===== config.mk =====
export PLATFORM = sky130hd
export DESIGN_NAME = muldiv_unit
export DESIGN_NICKNAME = d
export VERILOG_FILES = /design/src/rtl/muldiv_unit.sv
export SDC_FILE = /design/constraint.sdc
export NUM_CORES = 1
export LEC_CHECK = 0
export CORE_MARGIN = 2
export CORE_UTILIZATION = 40
export DETAILED_ROUTE_END_ITERATION = 8
export GPL_ROUTABILITY_DRIVEN = 0
export PLACE_DENSITY = 0.54
export SLEW_MARGIN = 0
export SYNTH_ARGS = -nofsm -noshare
export SYNTH_HDL_FRONTEND = slang
export SYNTH_SLANG_ARGS = --single-unit

===== constraint.sdc =====
create_clock -name clk_i -period 15.2 [get_ports clk_i]
set_clock_uncertainty 0.05 [all_clocks]
set_input_delay 3.04 -clock clk_i [delete_from_list [all_inputs] [get_ports clk_i]]
set_output_delay 3.04 -clock clk_i [all_outputs]
set_load 0.01 [all_outputs]

===== src/rtl/muldiv_unit.sv =====
// muldiv_unit -- iterative RV32M multiply/divide unit sitting beside the E-stage ALU.
//
// Accepts one M-extension op from E. Most ops take XLEN cycles. Divide-by-zero and
// signed divide overflow are special cases that resolve in one cycle and then give
// a single DONE cycle. busy_o drives the control unit's ALU-busy input. result_o is
// valid in the cycle that done_o is high.
//
// Optional build macro: MULDIV_FAST_MUL_EN
//   - Defined: all four multiply ops use a single-cycle combinational product and
//     take the fast path.
//   - Undefined: multiplies are radix-2 shift-add over XLEN cycles, and no
//     multiplier is inferred.
//   Divides are always iterative.
//
// Ports:
//   clk_i      core clock
//   resetn_i   asynchronous active-low reset
//   start_i    E holds a valid M-extension op
//   funct3_i   op select (MUL, MULH, MULHSU, MULHU, DIV, DIVU, REM, REMU)
//   rs1_i      operand 1 (already forwarded)
//   rs2_i      operand 2 (already forwarded)
//   kill_i     abort the in-flight op (trap or redirect)
//   busy_o     stall request to the control unit (combinational)
//   done_o     result valid this cycle (registered)
//   result_o   result (registered)
module muldiv_unit #(
    parameter int XLEN = 32
) (
    input  logic            clk_i,
    input  logic            resetn_i,
    input  logic            start_i,
    input  logic [2:0]      funct3_i,
    input  logic [XLEN-1:0] rs1_i,
    input  logic [XLEN-1:0] rs2_i,
    input  logic            kill_i,
    output logic            busy_o,
    output logic            done_o,
    output logic [XLEN-1:0] result_o
);
    localparam int CW = $clog2(XLEN) + 1;

    typedef enum logic [1:0] {S_IDLE = 2'd0, S_RUN = 2'd1, S_DONE = 2'd2} state_t;

    state_t            state_q, state_d;
    logic [CW-1:0]     cnt_q, cnt_d;
    logic [2:0]        funct3_q, funct3_d;
    logic              sa_q, sa_d;        // operand 1 (dividend) was negative
    logic              sb_q, sb_d;        // operand 2 (divisor) was negative
    logic [XLEN-1:0]   hi_q, hi_d;        // product high half, or partial remainder
    logic [XLEN-1:0]   lo_q, lo_d;        // multiplier/product low half, or dividend/quotient
    logic [XLEN-1:0]   b_q, b_d;          // multiplicand or divisor magnitude
    logic [XLEN-1:0]   result_q, result_d;
    logic              done_q, done_d;

    // Operand decode in the accept cycle
    logic            signed_a_s, signed_b_s, a_neg_s, b_neg_s;
    logic [XLEN-1:0] a_mag_s, b_mag_s, fast_result_s;
    logic            div_zero_s, overflow_s, fast_s;

    // Iteration datapath
    logic [XLEN:0]     mul_sum_s, div_shift_s, div_diff_s;
    logic [XLEN-1:0]   run_hi_s, run_lo_s, quo_fix_s, rem_fix_s, final_s;
    logic [2*XLEN-1:0] prod_fix_s;

    // Decode operand signedness and magnitudes; detect the single-cycle cases
    always_comb begin
        signed_a_s = (funct3_i == 3'b001) || (funct3_i == 3'b010) ||
                     (funct3_i == 3'b100) || (funct3_i == 3'b110);
        signed_b_s = (funct3_i == 3'b001) || (funct3_i == 3'b100) || (funct3_i == 3'b110);
        a_neg_s    = signed_a_s & rs1_i[XLEN-1];
        b_neg_s    = signed_b_s & rs2_i[XLEN-1];
        // The most negative value negates to itself, which is the correct unsigned magnitude.
        a_mag_s    = a_neg_s ? (~rs1_i + {{(XLEN-1){1'b0}}, 1'b1}) : rs1_i;
        b_mag_s    = b_neg_s ? (~rs2_i + {{(XLEN-1){1'b0}}, 1'b1}) : rs2_i;
        div_zero_s = (rs2_i == {XLEN{1'b0}});
        overflow_s = ((funct3_i == 3'b100) || (funct3_i == 3'b110)) &&
                     (rs1_i == {1'b1, {(XLEN-1){1'b0}}}) && (rs2_i == {XLEN{1'b1}});
`ifdef MULDIV_FAST_MUL_EN
        fast_s     = funct3_i[2] ? (div_zero_s | overflow_s) : 1'b1;
`else
        fast_s     = funct3_i[2] & (div_zero_s | overflow_s);
`endif
    end

`ifdef MULDIV_FAST_MUL_EN
    logic [2*XLEN-1:0] fast_prod_s, fast_prod_fix_s;

    // Single-cycle product of magnitudes, then sign fix
    always_comb begin
        fast_prod_s     = {{XLEN{1'b0}}, a_mag_s} * {{XLEN{1'b0}}, b_mag_s};
        fast_prod_fix_s = (a_neg_s ^ b_neg_s) ? (~fast_prod_s + {{(2*XLEN-1){1'b0}}, 1'b1})
                                              : fast_prod_s;
    end
`endif

    // Result of a fast-path op, registered straight from the accept cycle
    always_comb begin
        fast_result_s = {XLEN{1'b0}};
        if (funct3_i[2]) begin
            if (funct3_i[1]) begin
                // Remainder: divide by zero returns the dividend; overflow returns 0
                fast_result_s = div_zero_s ? rs1_i : {XLEN{1'b0}};
            end else begin
                // Quotient: divide by zero returns all ones; overflow returns the most negative value
                fast_result_s = div_zero_s ? {XLEN{1'b1}} : {1'b1, {(XLEN-1){1'b0}}};
            end
        end else begin
`ifdef MULDIV_FAST_MUL_EN
            fast_result_s = (funct3_i[1:0] == 2'b00) ? fast_prod_fix_s[XLEN-1:0]
                                                     : fast_prod_fix_s[2*XLEN-1:XLEN];
`else
            fast_result_s = {XLEN{1'b0}};
`endif
        end
    end

    // One shift-add or restoring shift-subtract step, plus the final sign fix and result select
    always_comb begin
        mul_sum_s   = {1'b0, hi_q} + (lo_q[0] ? {1'b0, b_q} : {(XLEN+1){1'b0}});
        div_shift_s = {hi_q, lo_q[XLEN-1]};
        div_diff_s  = div_shift_s - {1'b0, b_q};
        if (funct3_q[2]) begin
            // A set top bit of the difference means it went negative, so the divisor does not fit
            run_hi_s = div_diff_s[XLEN] ? div_shift_s[XLEN-1:0] : div_diff_s[XLEN-1:0];
            run_lo_s = {lo_q[XLEN-2:0], ~div_diff_s[XLEN]};
        end else begin
            run_hi_s = mul_sum_s[XLEN:1];
            run_lo_s = {mul_sum_s[0], lo_q[XLEN-1:1]};
        end
        prod_fix_s = (sa_q ^ sb_q) ? (~{run_hi_s, run_lo_s} + {{(2*XLEN-1){1'b0}}, 1'b1})
                                   : {run_hi_s, run_lo_s};
        quo_fix_s  = (sa_q ^ sb_q) ? (~run_lo_s + {{(XLEN-1){1'b0}}, 1'b1}) : run_lo_s;
        rem_fix_s  = sa_q ? (~run_hi_s + {{(XLEN-1){1'b0}}, 1'b1}) : run_hi_s;
        case (funct3_q)
            3'b000:                 final_s = prod_fix_s[XLEN-1:0];
            3'b001, 3'b010, 3'b011: final_s = prod_fix_s[2*XLEN-1:XLEN];
            3'b100, 3'b101:         final_s = quo_fix_s;
            default:                final_s = rem_fix_s;
        endcase
    end

    // Next-state and next-register computation for the IDLE/RUN/DONE sequencer
    always_comb begin
        state_d  = state_q;
        cnt_d    = cnt_q;
        funct3_d = funct3_q;
        sa_d     = sa_q;
        sb_d     = sb_q;
        hi_d     = hi_q;
        lo_d     = lo_q;
        b_d      = b_q;
        result_d = result_q;
        case (state_q)
            S_IDLE: begin
                if (start_i && !kill_i) begin
                    funct3_d = funct3_i;
                    sa_d     = a_neg_s;
                    sb_d     = b_neg_s;
                    b_d      = b_mag_s;
                    hi_d     = {XLEN{1'b0}};
                    lo_d     = a_mag_s;
                    if (fast_s) begin
                        state_d  = S_DONE;
                        cnt_d    = {CW{1'b0}};
                        result_d = fast_result_s;
                    end else begin
                        state_d  = S_RUN;
                        cnt_d    = CW'(XLEN);
                    end
                end else begin
                    state_d = S_IDLE;
                end
            end
            S_RUN: begin
                if (kill_i) begin
                    state_d = S_IDLE;
                    cnt_d   = {CW{1'b0}};
                end else begin
                    cnt_d = cnt_q - CW'(1);
                    hi_d  = run_hi_s;
                    lo_d  = run_lo_s;
                    if (cnt_q == CW'(1)) begin
                        state_d  = S_DONE;
                        result_d = final_s;
                    end else begin
                        state_d = S_RUN;
                    end
                end
            end
            S_DONE:  state_d = S_IDLE;
            default: state_d = S_IDLE;
        endcase
        done_d = (state_d == S_DONE);
    end

    // State and datapath registers
    always_ff @(posedge clk_i or negedge resetn_i) begin
        if (!resetn_i) begin
            state_q  <= S_IDLE;
            cnt_q    <= {CW{1'b0}};
            funct3_q <= 3'b000;
            sa_q     <= 1'b0;
            sb_q     <= 1'b0;
            hi_q     <= {XLEN{1'b0}};
            lo_q     <= {XLEN{1'b0}};
            b_q      <= {XLEN{1'b0}};
            result_q <= {XLEN{1'b0}};
            done_q   <= 1'b0;
        end else begin
            state_q  <= state_d;
            cnt_q    <= cnt_d;
            funct3_q <= funct3_d;
            sa_q     <= sa_d;
            sb_q     <= sb_d;
            hi_q     <= hi_d;
            lo_q     <= lo_d;
            b_q      <= b_d;
            result_q <= result_d;
            done_q   <= done_d;
        end
    end

    // busy_o is combinational so that E stalls in the accept cycle itself
    assign busy_o   = ((state_q == S_IDLE) & start_i & ~kill_i) | ((state_q == S_RUN) & ~kill_i);
    assign done_o   = done_q;
    assign result_o = result_q;

endmodule


==> run_results.csv, run 1 <==
group,metric,value,unit
clock_network,cts_buffers,17,
sta,finalHoldViolCount,0,
global_routing,grt_overflow_total,0,
synth,synth-edff-count,0,
synth,synth.largest_area_cell,"dfrtp_1",
die,dieArea,39700,um^2
die,fp.dieW,199,um
routing,drcViolationCount,0,
clock_network,cts_setup_buffers,0,
synth,syn-num-nets,2192,
setup_path,start_kind,"primary input",
sta,finalSetupViolCount,0,
routing,num_vias,15800,
sta,fin_crit_sh,58.1,%
setup_path,rrSetupSlack,8690,ps
sta,maxSlewHeadroom,24.6,%
global_routing,globalRouteTotalUtil,29.1,%
synth,ys.warnings.count,0,
hold_path,hold_depth,1,
setup_path,worstSetupPathType,"primary input to output port",
sta,worstMarginPinSlew,1130,ps
synth,synth_common_cells,"232 x nand2_1, 200 x a21oi_1, 194 x o21ai_0, 167 x nor2_1, 142 x dfrtp_1",
routing,firstDrtPassIters,5,
setup_path,path_cells,"clkdlybuf4s50_1, nor2_1, buf_4, nor2_4, buf_4, inv_1, clkdlybuf4s50_1",
sta,max_freq,113,MHz
die,die_h,199,um
global_routing,antenna_found_initial,0,
layout,area_delta_synth_final,13.5,%
placed_design,portBuffers,104,
routing,drt_iter0_drc,1503,
sta,setup_ws,6360,ps
hold_path,holdCritStartpoint,"result_o[3]",
hold_path,holdPathEnd,"result_o[3]",
clock_network,clock_latency,450,ps
setup_path,r2r-end,"result_o[27]",
synth,synth_area_per_cell,7.45,um^2
clock_network,ctsResizeCount,0,
clock_network,cts_root_buffer,"clkbuf_16",
setup_path,cp_max_fo,93,
sta,tns,0,ps
setup_path,cpPeakStageDelay,760,ps
clock_network,postCtsHoldBufs,0,
setup_path,worst_path_max_delay_cell,"buf_4",
global_routing,grt_pass1_wl,88.3,mm
synth,synth_async_sr_flop_share,100,%
hold_path,hp-class,"flop to flop",
die,rows,71,
power,p_leak,7.06,nW
clock_network,cts_buffer_depth,2,
layout,drive_above_1_share,6.27,%
layout,fillers,3892,
routing,wl_per_cell,22.0,um
routing,ant_nets,0,
sta,rsz0062_at_grt,"false",
power,p_per_area,237,nW/um^2
synth,synth-seq-area-share,23.3,%
synth,synth_top_area_share,23.3,%
clock_network,tritoncts,"done",
job,cap_violations,0,
synth,post-synth-top-count-cell,"nand2_1",
setup_path,crit_path_end_kind,"output port",
setup_path,cpLargestDelayFamily,"buffers and inverters",
placed_design,dp_hpwl,43.3,mm
power,peakVddDrop,150,uV
synth,ys_types,98,
synth,ys.flop_type,"dfrtp_1",
placed_design,place_ws,6400,ps
setup_path,worstPathArrival,5750,ps
setup_path,r2r-start,"lo_q[0]",
setup_path,cp.required,12110,ps
setup_path,cp_num_buf_inv,5,
routing,routed_wl,57.1,mm
sta,report.final.slew_viol_count,0,
global_routing,grt_start_max_net_pins,94,
clock_network,clkSinkCount,142,
clock_network,cts.htree.levels,4,
die,core,37600,um^2
clock_network,clk_pin_slew,60,ps
synth,yosys_register_bits,142,
layout,nets,2220,
synth,synth_cells,2048,
layout,fin_util,46.1,%
synth,syn_area,15300,um^2
run_status,status,"complete, no violations",
global_routing,grt_pass1_vias,14800,
routing,via_per_inst,6.07,
setup_path,reg2reg_depth,17,
die,start_util,40.6,%
sta,period_needed,8840,ps
die,io_pins,105,
synth,synth_area_leaders,"dfrtp_1 23%, a21oi_1 6.6%, o21ai_0 6.4%, ha_1 5.8%, nand2_1 5.7%",
where the power goes:
part / internal [mW] / total, mW / switching [mW] / leakage [nW]
Clock: 0.264 / 0.457 / 0.193 / 0.291
Combinational: 1.09 / 2.90 / 1.81 / 4.96
Sequential: 0.531 / 0.753 / 0.222 / 1.81
Total: 1.89 / 4.11 / 2.22 / 7.06
cell type report:
| type | instances | area (um^2) | share of cell area (%) |
|---|---|---|---|
| Sequential cell | 142 | 3560 | 20.5 |
| Tap cell | 511 | 639 | 3.69 |
| Antenna cell | 1 | 2.50 | 0.0145 |
| Clock buffer | 20 | 447 | 2.58 |
| Multi-Input combinational cell | 1711 | 11000 | 63.3 |
| Timing Repair Buffer | 138 | 1300 | 7.50 |
| Inverter | 66 | 248 | 1.43 |
| Clock inverter | 12 | 159 | 0.918 |
flip-flops by register name, summed over array words and instances, names as in the netlist:
| name | count |
|---|---|
| b_q | 32 |
| cnt_q | 6 |
| done_o | 1 |
| funct3_q | 3 |
| hi_q | 32 |
| lo_q | 32 |
| result_o | 32 |
| sa_q | 1 |
| sb_q | 1 |
| state_q | 2 |
logic make-up (layout without fill, tap and decap cells):
group / Yosys count / in the layout / share of synthesized area [%]
simple gates: 719 / 719 / 23.1
compound gates: 700 / 700 / 29.3
flops: 142 / 142 / 23.3
other cells: 0 / 1 / 0
mux: 47 / 47 / 3.21
xor+xnor: 172 / 172 / 9.87
buf+inv: 195 / 236 / 5.13
fa+ha+maj: 73 / 73 / 6.09
worst max-delay path by stage:
stage | from | to | slack (ps) | cells after the start
finish | kill_i | busy_o | 6360 | 7
global route | kill_i | busy_o | 6220 | 7
floorplan | kill_i | busy_o | 8220 | 4
global placement | kill_i | busy_o | 6390 | 7
CTS | kill_i | busy_o | 6380 | 7
detailed placement | kill_i | busy_o | 6400 | 7
per-stage QoR:
step / instances / cell area (um^2) / hold WS, ps / power [mW]
final: 2601 / 17300 / 449 / 4.11
after global routing: 2600 / 17300 / 462 / 4.40
after CTS: 2600 / 17300 / 445 / 4.06
after detailed placement: 2568 / 16700 / 433 / 3.59
after global placement: 2568 / 16700 / 416 / 3.56
after floorplan: 2048 / 15300 / 390 / 2.68
layer usage:
layer	track usage, %	vias up	wire [um]
met4	8.62	0	1550
met1	42.0	7544	26800
met3	4.35	93	3870
met5	0	-	0
li1	-	7532	-
met2	44.6	626	25000
cells in the final DEF (no fill, tap or decap), drive strengths merged, types with 19 or more instances in the layout:
master / n
buf: 35
a21oi: 202
nand2b: 24
and2: 48
nor3: 59
o211ai: 21
clkdlybuf4s50: 103
xor2: 73
o31ai: 20
nand2: 235
nor2: 167
a211oi: 19
a21o: 25
mux2i: 32
nor2b: 32
ha: 71
clkbuf: 20
a31oi: 40
xnor2: 99
nand4: 32
o21ai: 206
inv: 68
nand3: 31
or3: 21
dfrtp: 142
Power figures use the tool's default switching activity.
==> inputs of run 2 (changes only) <==
--- a/config.mk
+++ b/config.mk
@@ -9,7 +9,7 @@
 export CORE_UTILIZATION = 40
 export DETAILED_ROUTE_END_ITERATION = 8
 export GPL_ROUTABILITY_DRIVEN = 0
-export PLACE_DENSITY = 0.54
+export PLACE_DENSITY = 0.56
 export SLEW_MARGIN = 0
 export SYNTH_ARGS = -nofsm -noshare
 export SYNTH_HDL_FRONTEND = slang
==> constraint.sdc (replaced) <==
create_clock -name clk_i -period 7.15 [get_ports clk_i]
set_clock_uncertainty 0.05 [all_clocks]
set_input_delay 1.43 -clock clk_i [delete_from_list [all_inputs] [get_ports clk_i]]
set_output_delay 1.43 -clock clk_i [all_outputs]
set_load 0.01 [all_outputs]
==> run_results.csv, run 2 (synthesized netlist as in run 1, its figures left out) <==
group,metric,value,unit
run_status,status,"complete, no violations",
global_routing,grt_pass1_vias,15200,
setup_path,worst_path_max_delay_cell,"o31ai_2",
clock_network,cts_buffers,17,
global_routing,grt_pass1_wl,89.4,mm
setup_path,cpMostUsedCell,"nand2_1",
power,p_per_area,509,nW/um^2
clock_network,ctsResizeCount,0,
sta,tns,0,ps
hold_path,hp-class,"flop to flop",
global_routing,globalRouteTotalUtil,29.6,%
sta,finalHoldViolCount,0,
power,p_total,8.85,mW
layout,fin_util,46.2,%
layout,layout_commonest_cell,"nand2_1",
setup_path,cpPeakStageDelay,680,ps
power,p_clk_share,11.0,%
setup_path,path_cells,"inv_1, ha_1, inv_1, fa_1, a211oi_1, o21ai_1, o211ai_2, a21oi_2, o31ai_2, a2bb2oi_1, ha_1, nand2_1, nor2_1, nand3_1, nor4_1, buf_4, nand2_1, nand2_1, a21oi_1, nand2_1, o221ai_1, a221oi_1, a21oi_1",
global_routing,grt_overflow_total,0,
routing,routed_wl,58.2,mm
routing,num_vias,16000,
layout,nets,2229,
global_routing,grt_start_max_net_pins,93,
clock_network,clock_latency,460,ps
clock_network,cts.htree.levels,4,
setup_path,cp_max_fo,8,
power,power.switching,4.78,mW
power,pwr-share-comb,70.7,%
clock_network,clkSinkCount,142,
setup_path,worstSetupPathType,"flop to flop",
power,power_frac_seq,18.3,%
setup_path,crit_path_end_kind,"flop",
die,rows,71,
sta,worstMarginPinSlew,1130,ps
sta,finalSetupViolCount,0,
layout,area_delta_synth_final,13.9,%
die,io_pins,105,
sta,rsz0062_at_grt,"false",
die,die_h,199,um
clock_network,clk_pin_slew,80,ps
routing,drt_iter0_drc,1580,
clock_network,postCtsHoldBufs,0,
clock_network,cts_setup_buffers,0,
clock_network,cts_root_buffer,"clkbuf_16",
setup_path,start_kind,"flop",
clock_network,tritoncts,"done",
routing,ant_nets,0,
routing,wl_per_cell,22.3,um
power,p_leak,7.11,nW
setup_path,worstPathArrival,6310,ps
placed_design,dp_hpwl,44.2,mm
die,dieArea,39700,um^2
routing,via_per_inst,6.12,
layout,drive_above_1_share,6.72,%
placed_design,portBuffers,104,
global_routing,antenna_found_initial,0,
sta,report.final.slew_viol_count,0,
sta,period_needed,6040,ps
layout,diodes,0,
sta,hold_ws,425,ps
sta,fin_crit_sh,84.5,%
power,peakVddDrop,312,uV
job,cap_violations,0,
power,p_sw_share,54.1,%
power,intPower,4.07,mW
die,fp.dieW,199,um
routing,drcViolationCount,0,
setup_path,cp.required,7420,ps
routing,firstDrtPassIters,6,
die,core,37600,um^2
sta,max_freq,166,MHz
layout,layout_common_cells,"232 x nand2_1, 200 x a21oi_1, 194 x o21ai_0, 166 x nor2_1, 141 x dfrtp_1",
sta,maxSlewHeadroom,24.5,%
clock_network,cts_buffer_depth,2,
die,start_util,40.6,%
run 2: final timing paths:
path / startpoint / endpoint / slack, ps / cells past startpoint
setup / recovery: lo_q[31] / result_o[2] / 1110 / 23
hold / removal: cnt_q[4] / cnt_q[4] / 420 / 1
setup reg to reg: lo_q[31] / result_o[2] / 1110 / 23
hold reg to reg: cnt_q[4] / cnt_q[4] / 420 / 1
max in group asynchronous: resetn_i / b_q[10] / 4940 / 2
min in group asynchronous: resetn_i / lo_q[21] / 930 / 1
run 2: area by class of cell:
cell class                      count  area [um^2]
Tap cell                          511          639
Inverter                           66          248
Timing Repair Buffer              147         1370
Clock buffer                       19          443
Multi-Input combinational cell   1711        11000
Fill cell                        3799        20200
Sequential cell                   142         3560
Clock inverter                     13          165
run 2: layer usage:
layer,vias to the layer above,GRT usage (%),part of all wire [%]
met4,0,11.1,3.4
li1,7543,-,-
met5,-,0,0
met1,7630,41.2,45
met3,87,5.89,8.3
met2,696,45.1,44
run 2: worst max-delay path: cells and delay by family, from the launching register on:
family	cells	cell delay [ps]
AOI/OAI and AO/OA	10	2750
DFF	1	430
buffers and inverters	3	400
adders and majority gates	3	890
and+or+nand+nor	7	1340
run 2: power by group through the flow:
stage	logic [mW]	registers (mW)	clock network, mW
after floorplan	4.28	1.41	0
after global placement	6.07	1.60	0
after detailed placement	6.11	1.61	0
after CTS	6.14	1.60	0.987
after global routing	6.79	1.66	1.02
final	6.26	1.62	0.974
run 2: metrics by stage:
stage / setup slack [ps] / instance area, um^2 / instances
after detailed placement: 1210 / 16800 / 2577
after global routing: 856 / 17400 / 2609
after floorplan: 2000 / 15300 / 2048
after CTS: 1330 / 17400 / 2609
after global placement: 1250 / 16800 / 2577
final: 1110 / 17400 / 2609
